[src/rtl/fatmeshy_pkg.sv]
// fatmeshy_pkg: shared link widths, credit type and tx scheduler state/defaults
package fatmeshy_pkg;
   localparam int LINK_WORD_SIZE = 32;
   localparam int CREDIT_WIDTH = 8;
   localparam int MAX_CREDIT_DEFAULT = 16;
   localparam int CTRL_BURST_DEFAULT = 4;
   localparam int STARVE_TIMEOUT_DEFAULT = 64;
   typedef logic [CREDIT_WIDTH-1:0] credit_t;
   typedef enum logic [1:0] {RUN, STARVED, REJECT} tx_sched_state_t;
endpackage

[src/rtl/link_credit_tracker.sv]
// link_credit_tracker: downstream credit counter with absolute refresh, clamp and zero floor
module link_credit_tracker
   import fatmeshy_pkg::*;
#(
   parameter int CREDIT_W = CREDIT_WIDTH,
   parameter int MAX_CREDIT = MAX_CREDIT_DEFAULT
) (
   input  logic                clk,
   input  logic                rst,
   input  logic                credit_valid,
   input  logic [CREDIT_W-1:0] credit_in,
   input  logic                consume,
   output logic [CREDIT_W-1:0] count,
   output logic                has_credit
);
   logic [CREDIT_W-1:0] count_q, count_d, loaded;
   // a refresh replaces the count but still pays for a grant made in the same cycle
   always_comb begin
      loaded = (credit_in > CREDIT_W'(consume)) ? credit_in - CREDIT_W'(consume) : '0;
      count_d = credit_valid ? ((loaded > CREDIT_W'(MAX_CREDIT)) ? CREDIT_W'(MAX_CREDIT) : loaded)
                             : count_q - CREDIT_W'(consume);
   end
   // credit register
   always_ff @(posedge clk or posedge rst)
      if (rst) count_q <= '0;
      else count_q <= count_d;
   assign count = count_q;
   assign has_credit = count_q != '0;
endmodule

[src/rtl/link_tx_scheduler.sv]
// link_tx_scheduler: shares one link word slot between control words and credit-gated ARQ words
module link_tx_scheduler
   import fatmeshy_pkg::*;
#(
   parameter int WORD_W = LINK_WORD_SIZE,
   parameter int CREDIT_W = CREDIT_WIDTH,
   parameter int MAX_CREDIT = MAX_CREDIT_DEFAULT,
   parameter int CTRL_BURST = CTRL_BURST_DEFAULT,
   parameter int STARVE_TIMEOUT = STARVE_TIMEOUT_DEFAULT
) (
   input  logic                clk,
   input  logic                rst,
   input  logic                ctrl_valid,
   input  logic [WORD_W-1:0]   ctrl_data,
   output logic                ctrl_ready,
   input  logic                arq_valid,
   input  logic [WORD_W-1:0]   arq_data,
   input  logic                arq_prio,
   output logic                arq_accept,
   output logic                arq_reject,
   input  logic [CREDIT_W-1:0] credit_in,
   input  logic                credit_valid,
   output logic                link_valid,
   output logic [WORD_W-1:0]   link_data,
   input  logic                link_ready,
   output logic [CREDIT_W-1:0] credit_count
);
   localparam int BW = $clog2(CTRL_BURST + 1);
   localparam int SW = $clog2(STARVE_TIMEOUT);
   tx_sched_state_t state_q, state_d;
   logic [SW-1:0] starve_q, starve_d;
   logic [BW-1:0] burst_q, burst_d;
   logic [WORD_W-1:0] link_data_q, link_data_d;
   logic link_valid_q, link_valid_d, arq_reject_q, arq_reject_d;
   logic has_credit, slot_free, arq_can, ctrl_grant, arq_grant;

   link_credit_tracker #(.CREDIT_W(CREDIT_W), .MAX_CREDIT(MAX_CREDIT)) u_credit (
      .clk(clk),
      .rst(rst),
      .credit_valid(credit_valid),
      .credit_in(credit_in),
      .consume(arq_grant),
      .count(credit_count),
      .has_credit(has_credit)
   );

   // arbitration: retransmit first, then control unless its burst quota is spent, then ARQ data
   always_comb begin
      slot_free = !link_valid_q || link_ready;
      arq_can = arq_valid && has_credit && state_q != REJECT;
      ctrl_grant = slot_free && ctrl_valid && !(arq_can && arq_prio) && !(arq_can && burst_q == BW'(CTRL_BURST));
      arq_grant = slot_free && arq_can && !ctrl_grant;
   end

   // next-state: output slot, burst counter and starvation FSM
   always_comb begin
      link_valid_d = (ctrl_grant || arq_grant) || (link_valid_q && !link_ready);
      link_data_d = ctrl_grant ? ctrl_data : arq_grant ? arq_data : link_data_q;
      burst_d = (arq_grant || !arq_valid) ? '0
              : (ctrl_grant && has_credit && burst_q != BW'(CTRL_BURST)) ? burst_q + BW'(1) : burst_q;
      state_d = state_q;
      starve_d = starve_q;
      arq_reject_d = 1'b0;
      case (state_q)
         RUN: if (arq_valid && !has_credit) begin
            state_d = STARVED;
            starve_d = '0;
         end
         STARVED: if (has_credit) state_d = RUN;
         else if (starve_q == SW'(STARVE_TIMEOUT - 1)) begin
            state_d = REJECT;
            arq_reject_d = 1'b1;
         end else starve_d = starve_q + SW'(1);
         default: state_d = RUN;
      endcase
   end

   // state and registered outputs; a word in flight at reset is dropped
   always_ff @(posedge clk or posedge rst)
      if (rst) begin
         state_q <= RUN;
         starve_q <= '0;
         burst_q <= '0;
         link_valid_q <= 1'b0;
         link_data_q <= '0;
         arq_reject_q <= 1'b0;
      end else begin
         state_q <= state_d;
         starve_q <= starve_d;
         burst_q <= burst_d;
         link_valid_q <= link_valid_d;
         link_data_q <= link_data_d;
         arq_reject_q <= arq_reject_d;
      end

   assign ctrl_ready = ctrl_grant;
   assign arq_accept = arq_grant;
   assign arq_reject = arq_reject_q;
   assign link_valid = link_valid_q;
   assign link_data = link_data_q;
endmodule

[config.mk]
export PLATFORM = sky130hd
export DESIGN_NAME = link_tx_scheduler
export DESIGN_NICKNAME = d
export VERILOG_FILES = /design/src/rtl/fatmeshy_pkg.sv /design/src/rtl/link_credit_tracker.sv /design/src/rtl/link_tx_scheduler.sv
export SDC_FILE = /design/constraint.sdc
export NUM_CORES = 1
export LEC_CHECK = 0
export ABC_AREA = 1
export BUFFER_PORTS_ARGS = -buffer_cell sky130_fd_sc_hd__buf_2
export CORE_AREA = 5 5 83 93
export DETAILED_ROUTE_END_ITERATION = 16
export DIE_AREA = 0 0 88 98
export GPL_TIMING_DRIVEN = 0
export PLACE_DENSITY = 0.79
export SYNTH_ARGS = -nofsm -noshare
export SYNTH_HDL_FRONTEND = slang
export SYNTH_SLANG_ARGS = --single-unit
[constraint.sdc]
create_clock -name clk -period 2.85 [get_ports clk]
set_input_delay 0.1425 -clock clk [delete_from_list [all_inputs] [get_ports clk]]
set_output_delay 0.1425 -clock clk [all_outputs]
set_load 0.05 [all_outputs]
Word level (Yosys, flattened, before mapping). Index checks and enable logic that the tools add are counted.

Add/sub/neg operators: 4. Order comparisons: 2. Equal/unequal tests: 9. Muxes and demuxes: 18. Reduce and logical (&&, ||, !) cells: 31.

Operators with widths (count): 2-to-1 mux 32 bit (2); 2-to-1 mux 8 bit (3); 2-to-1 mux 6 bit (3); subtractor 8 x 1 -> 8 bit (2); logical AND 1 bit (13); case mux 6 bit (2 select lines) (1); > comparator 8 x 1 -> 1 bit (1); > comparator 8 x 5 -> 1 bit, second input constant (1); inequality test 2 bit, second input constant (4); nonzero test 8 bit (1); logical NOT 1 bit (7); adder 6 x 1 -> 6 bit, second input constant (1); == test 6 bit, second input constant (1); 2-to-1 mux 2 bit (3); 2-to-1 mux 3 bit (2); inequality test 3 bit, second input constant (2); nonzero test 2 bit (3); logical OR 1 bit (4); case mux 2 bit (2 select lines) (1); AND reduction 4 bit (1); adder 3 x 1 -> 3 bit, second input constant (1); == test 3 bit, second input constant (1); 2-to-1 mux 1 bit (3); == test 2 x 1 -> 1 bit, second input constant (1); other kinds (2) (2).

Bits in registers: 53. Input port bits: 79. Output and inout bits: 44. Logic and storage cells: 71.

Longest topological paths before layout.
Word-level depth: 14. Gate-level depth with buffers: 16. Depth with buffers taken out: 16.

Hierarchy. Synthesis repeated with hierarchy kept, for this count alone.

Cells, all modules: 403. Area, all modules: 3030.4 um^2.

By module, submodules not included: link_tx_scheduler (times used 1, cells an instance 301, area an instance 2333.5 um^2, seq. area each 1126.1 um^2); link_credit_tracker (times used 1, cells an instance 102, area an instance 696.9 um^2, seq. area each 200.2 um^2).

Worst setup path before layout. Ideal clock, no wire load.

Kind: register to register. From: register u_credit.count_q[2], in the netlist u_credit.count[2]. To: register u_credit.count_q[2], in the netlist u_credit.count[2]. Arrival: 2.709 ns. Data required time: 2.785 ns. Slack: 0.076 ns. Stages on the path, launching flop included: 17. Path buffers: 0. Period minus slack after synthesis: 2.774 ns. Path through: dfrtp_1 -> nor2_1 -> nand2_1 -> inv_2 -> nand2_4 -> o2111ai_1 -> inv_1 -> ha_1 -> ha_1 -> nand2_1 -> nand2_1 -> nand2_1 -> o21ai_0 -> nand2_1 -> nand2_1 -> nand3_1 -> nand2_1.

Longest elaborated chain between the ends: 14. Elaborated cells on any way between the ends: 19.

RTL lines: from (decl) (RTL line link_credit_tracker.sv:16) `logic [CREDIT_W-1:0] count_q, count_d, loaded;`; from (signal assigned) (RTL line link_credit_tracker.sv:26) `else count_q <= count_d;`; nonzero test 8 bit * (RTL line link_credit_tracker.sv:28) `assign has_credit = count_q != '0;`; logical AND 1 bit * (2 in a row) (RTL line link_tx_scheduler.sv:50) `arq_can = arq_valid && has_credit && state_q != REJECT;`; logical AND 1 bit (RTL line link_tx_scheduler.sv:51) `ctrl_grant = slot_free && ctrl_valid && !(arq_can && arq_prio) && !(arq_can && burst_q == BW'(CTRL_BURST));`; logical NOT 1 bit (RTL line link_tx_scheduler.sv:51); logical AND 1 bit (2 in a row) (RTL line link_tx_scheduler.sv:51); logical NOT 1 bit (RTL line link_tx_scheduler.sv:52) `arq_grant = slot_free && arq_can && !ctrl_grant;`; logical AND 1 bit * (RTL line link_tx_scheduler.sv:52); net arq_accept (RTL line link_tx_scheduler.sv:19) `output logic arq_accept,`; subtractor 8 x 1 -> 8 bit or > comparator 8 x 1 -> 1 bit (tied branches) (RTL line link_credit_tracker.sv:19) `loaded = (credit_in > CREDIT_W'(consume)) ? credit_in - CREDIT_W'(consume) : '0;`; 2-to-1 mux 8 bit (RTL line link_credit_tracker.sv:19); > comparator 8 x 5 -> 1 bit (RTL line link_credit_tracker.sv:20) `count_d = credit_valid ? ((loaded > CREDIT_W'(MAX_CREDIT)) ? CREDIT_W'(MAX_CREDIT) : loaded)`; 2-to-1 mux 8 bit (RTL line link_credit_tracker.sv:20); 2-to-1 mux 8 bit * (RTL line link_credit_tracker.sv:20); net u_credit.count_d[2] (RTL line link_credit_tracker.sv:16).

Mark *: on every way through the listed nets, which the timed path passes. The rest lies on a longest branch. A chain may end at the register's enable or synchronous reset.

Worst setup path in the final report.
From: register burst_q[0]. To: register u_credit.count_q[1], in the netlist u_credit.count[1].

Longest elaborated chain between the ends: 11. Elaborated cells on any way between the ends: 13.

RTL lines: from (decl) (RTL line link_tx_scheduler.sv:32) `logic [BW-1:0] burst_q, burst_d;`; from (signal assigned) (RTL line link_tx_scheduler.sv:90) `burst_q <= burst_d;`; == test 3 bit * (RTL line link_tx_scheduler.sv:51); logical AND 1 bit * (RTL line link_tx_scheduler.sv:51); logical NOT 1 bit * (RTL line link_tx_scheduler.sv:51); logical AND 1 bit * (RTL line link_tx_scheduler.sv:51); logical NOT 1 bit * (RTL line link_tx_scheduler.sv:52); logical AND 1 bit * (RTL line link_tx_scheduler.sv:52); subtractor 8 x 1 -> 8 bit or > comparator 8 x 1 -> 1 bit (tied branches) (RTL line link_credit_tracker.sv:19); 2-to-1 mux 8 bit (RTL line link_credit_tracker.sv:19); > comparator 8 x 5 -> 1 bit (RTL line link_credit_tracker.sv:20); 2-to-1 mux 8 bit (RTL line link_credit_tracker.sv:20); 2-to-1 mux 8 bit * (RTL line link_credit_tracker.sv:20); net u_credit.count_d[1] (RTL line link_credit_tracker.sv:16).

Marked as above.

==> impl_metrics.py <==
metrics = {
    "status": {
        "outcome": "finished clean",
    },
    "critical_path": {
        "r2r_setup_slack_ps": 350,
        "critPathLaunch": "burst_q[0]",
        "end_kind": "register",
        "ff2ff_path_depth": 16,
        "timing.rr.end": "u_credit.count[1]",
        "cp_slowest_cell": "dfrtp_1",
        "crit_end": "u_credit.count[1]",
        "critPathMaxStageDelay_ps": 370,
        "worstPathMaxFanout": 8,
        "crit_chain": "inv_1 > ha_1 > nand2_1 > nand2_1 > o2111ai_4 > inv_1 > ha_1 > ha_1 > nand2_1 > nand2_1 > nand2_2 > o21ai_0 > nand2_1 > nand2_1 > nand3_1 > nand2_1",
        "worstPathRequired_ps": 3040,
        "start_kind": "register",
        "crit_type": "reg2reg",
        "cpMostUsedCell": "nand2_1",
        "r2r_start": "burst_q[0]",
        "cp.arrival_ps": 2690,
    },
    "final_layout": {
        "final_common_cell": "nand2_1",
        "multi_input_area_sq_um": 1428,
        "drive_above_1_share": 0.2625,
        "mostFrequentLayoutCells": "173 x nand2_1, 125 x buf_2, 94 x inv_1, 53 x dfrtp_1, 49 x nand3_1",
        "fillers": 656,
        "seq_area_sq_um": 1326,
        "num-nets-final": 687,
        "fin_area_sq_um": 4076,
        "syn_to_final_growth_pct": 27.76,
        "insertedDiodeCount": 0,
    },
    "place": {
        "gp_congestion": 0.8598,
        "placed_cell_area_sq_um": 3928,
        "dp_hpwl_um": 6331,
        "port_buffers": 122,
    },
    "route": {
        "vias": 3242,
        "via_per_inst": 4.719,
        "first_pass_iters": 5,
        "finalWirelength_um": 7860,
        "drc": 0,
        "wire_per_inst_um": 11.44,
        "drtAntennaViolNets": 0,
        "drt_iter0_markers": 96,
    },
    "synthesis": {
        "yosysWarningCount": 0,
        "async_reset_ff_frac": 1.000,
        "syn_area_sq_um": 3191,
        "avgSynthCellArea_sq_um": 6.803,
        "synth-edff-count": 0,
        "synth_cell_types": 25,
        "synthTopCellsByArea": "dfrtp_1 42%, nand2_1 20%, inv_1 11%",
        "synth_top_family_by_area": "simple AND/OR/NAND/NOR gates",
        "synthFlopType": "dfrtp_1",
        "synth_adder_area_share": 0.02745,
        "synth-simple-area-share": 0.3627,
        "synth.area.mux_share": 0.003137,
        "syn_nets": 555,
        "yosys.area.top_type": "dfrtp_1",
        "synth_seq_area_share": 0.4157,
        "ys_ff_latch": 53,
        "synth_top_area_frac": 0.4157,
        "syn-instance-count": 469,
        "synth_compound_area_frac": 0.02863,
        "yosys.area_share.xor_xnor": 0.01922,
    },
    "timing": {
        "slew_viol_final": 0,
        "period_share": 0.8776,
        "tightest_slew_ps": 503.6,
        "tns_ps": 0,
        "setup_violations": 0,
        "fmax_ghz": 0.3998,
        "min_period_ps": 2501,
        "hold_viol_final": 0,
        "rsz0062_at_grt": "false",
        "fin_skew_ps": 12.14,
        "relSlewSlack": 0.6638,
        "whs_ps": 100.4,
    },
    "grt": {
        "grt_pass1_vias": 3092,
        "gr-usage-all-layers": 0.1812,
        "antenna_found_initial": 1,
        "grt_pass1_wl_um": 12900,
        "grt_overflow": 0,
        "grt_max_degree": 31,
    },
    "clocking": {
        "cts_tree": "yes",
        "clk_latency_ps": 300,
        "cts_buffers": 5,
        "cts_root_buf": "clkbuf_8",
        "cts.path.max_buffers": 2,
        "clock_sinks": 53,
        "htreeDepth": 2,
        "path_clk_slew_ps": 90,
    },
    "floorplan": {
        "placementRows": 32,
        "start_util": 0.4715,
        "core_area_sq_um": 6766,
        "die_h_um": 98,
        "ios": 123,
        "die_w_um": 88,
        "fp.dieArea_sq_um": 8624,
    },
    "pwr": {
        "p_leak_nw": 2.571,
        "power.total_mw": 2.773,
        "vdd_drop_max_mv": 0.4404,
        "p_per_area_nw_per_um2": 680.4,
    },
    "job": {
        "maxCapViolations": 0,
    },
    "hold_path": {
        "hold_path_class": "in2reg",
    },
}
-- worst max-delay path, delay by kind of cell (launching register included) --
family | cells | cell delay (ps)
and+or+nand+nor | 9 | 810
buffers and inverters | 2 | 180
DFF | 1 | 370
AOI/OAI and AO/OA | 2 | 320
adders and majority gates | 3 | 710
-- report_power, final --
part,switching [mW],internal (mW)
clock,0.231,0.264
combinational,0.926,0.332
sequential,0.105,0.915
-- through the flow --
step / cells / utilization / setup slack, ps
after global placement: 676 / 0.5775 / 220.7
after detailed placement: 677 / 0.5804 / 105.9
after global routing: 687 / 0.6024 / 28.51
after CTS: 686 / 0.5984 / 64.57
final: 687 / 0.6024 / 348.9
after floorplan: 469 / - / 75.95
-- state kept, by name, summed over array words and instances (netlist names) --
name            count
arq_reject          1
burst_q             3
link_data          32
link_valid          1
starve_q            6
state_q             2
u_credit.count      8
-- cell families after synthesis --
logic type                 count (synthesis)
AOI/OAI and AO/OA                         17
xor gates and xnor gates                   7
adders and majority gates                  7
buffers and inverters                    111
DFF                                       53
muxes                                      1
and+or+nand+nor                          273
-- metal layers --
metal	vias to the layer above	GRT usage	routed length, um
li1	1668	-	-
met1	1460	0.2176	3308
met2	103	0.3306	3824
met3	9	0.03713	649
met4	2	0.03424	65
met5	-	0	11
-- layout make-up --
| cell class | count | share of cell area |
|---|---|---|
| Clock inverter | 2 | 0.009515 |
| Buffer | 12 | 0.02026 |
| Timing Repair Buffer | 125 | 0.1590 |
| Clock buffer | 6 | 0.01780 |
| Multi-Input combinational cell | 305 | 0.3502 |
| Inverter | 99 | 0.09177 |
| Sequential cell | 53 | 0.3254 |
| Tap cell | 85 | 0.02609 |
-- Yosys cell counts, types with 2 or more instances --
library cell	instances
nand2_4	3
o21ai_0	8
ha_1	7
or2_2	3
nand3_1	49
nor2_1	28
nand3b_1	2
a21oi_1	7
xor2_1	6
inv_2	3
dfrtp_1	53
buf_2	3
inv_1	95
buf_4	9
nor3_1	4
nand2_1	174
nand4_1	7
-- what timing repair did --
item                       in CTS  in global routing
hold buffers                    1                  0
setup endpoints to repair       0                  5
setup buffers                   0                  1
gates resized for setup         0                  3
hold endpoints to repair       23                  0
-- worst min-delay path by stage --
stage                  from                end  slack, ps  depth (start not counted)
2_1_floorplan  credit_valid  u_credit.count[6]        210                          1
3_3_place_gp   credit_valid  u_credit.count[6]        390                          2
3_5_place_dp            rst      link_data[29]        200                          2
4_1_cts        credit_valid  u_credit.count[6]         80                          2
5_1_grt        credit_valid  u_credit.count[6]        100                          2
6_report       credit_valid  u_credit.count[6]        100                          2
Power figures use the tool's default switching activity.
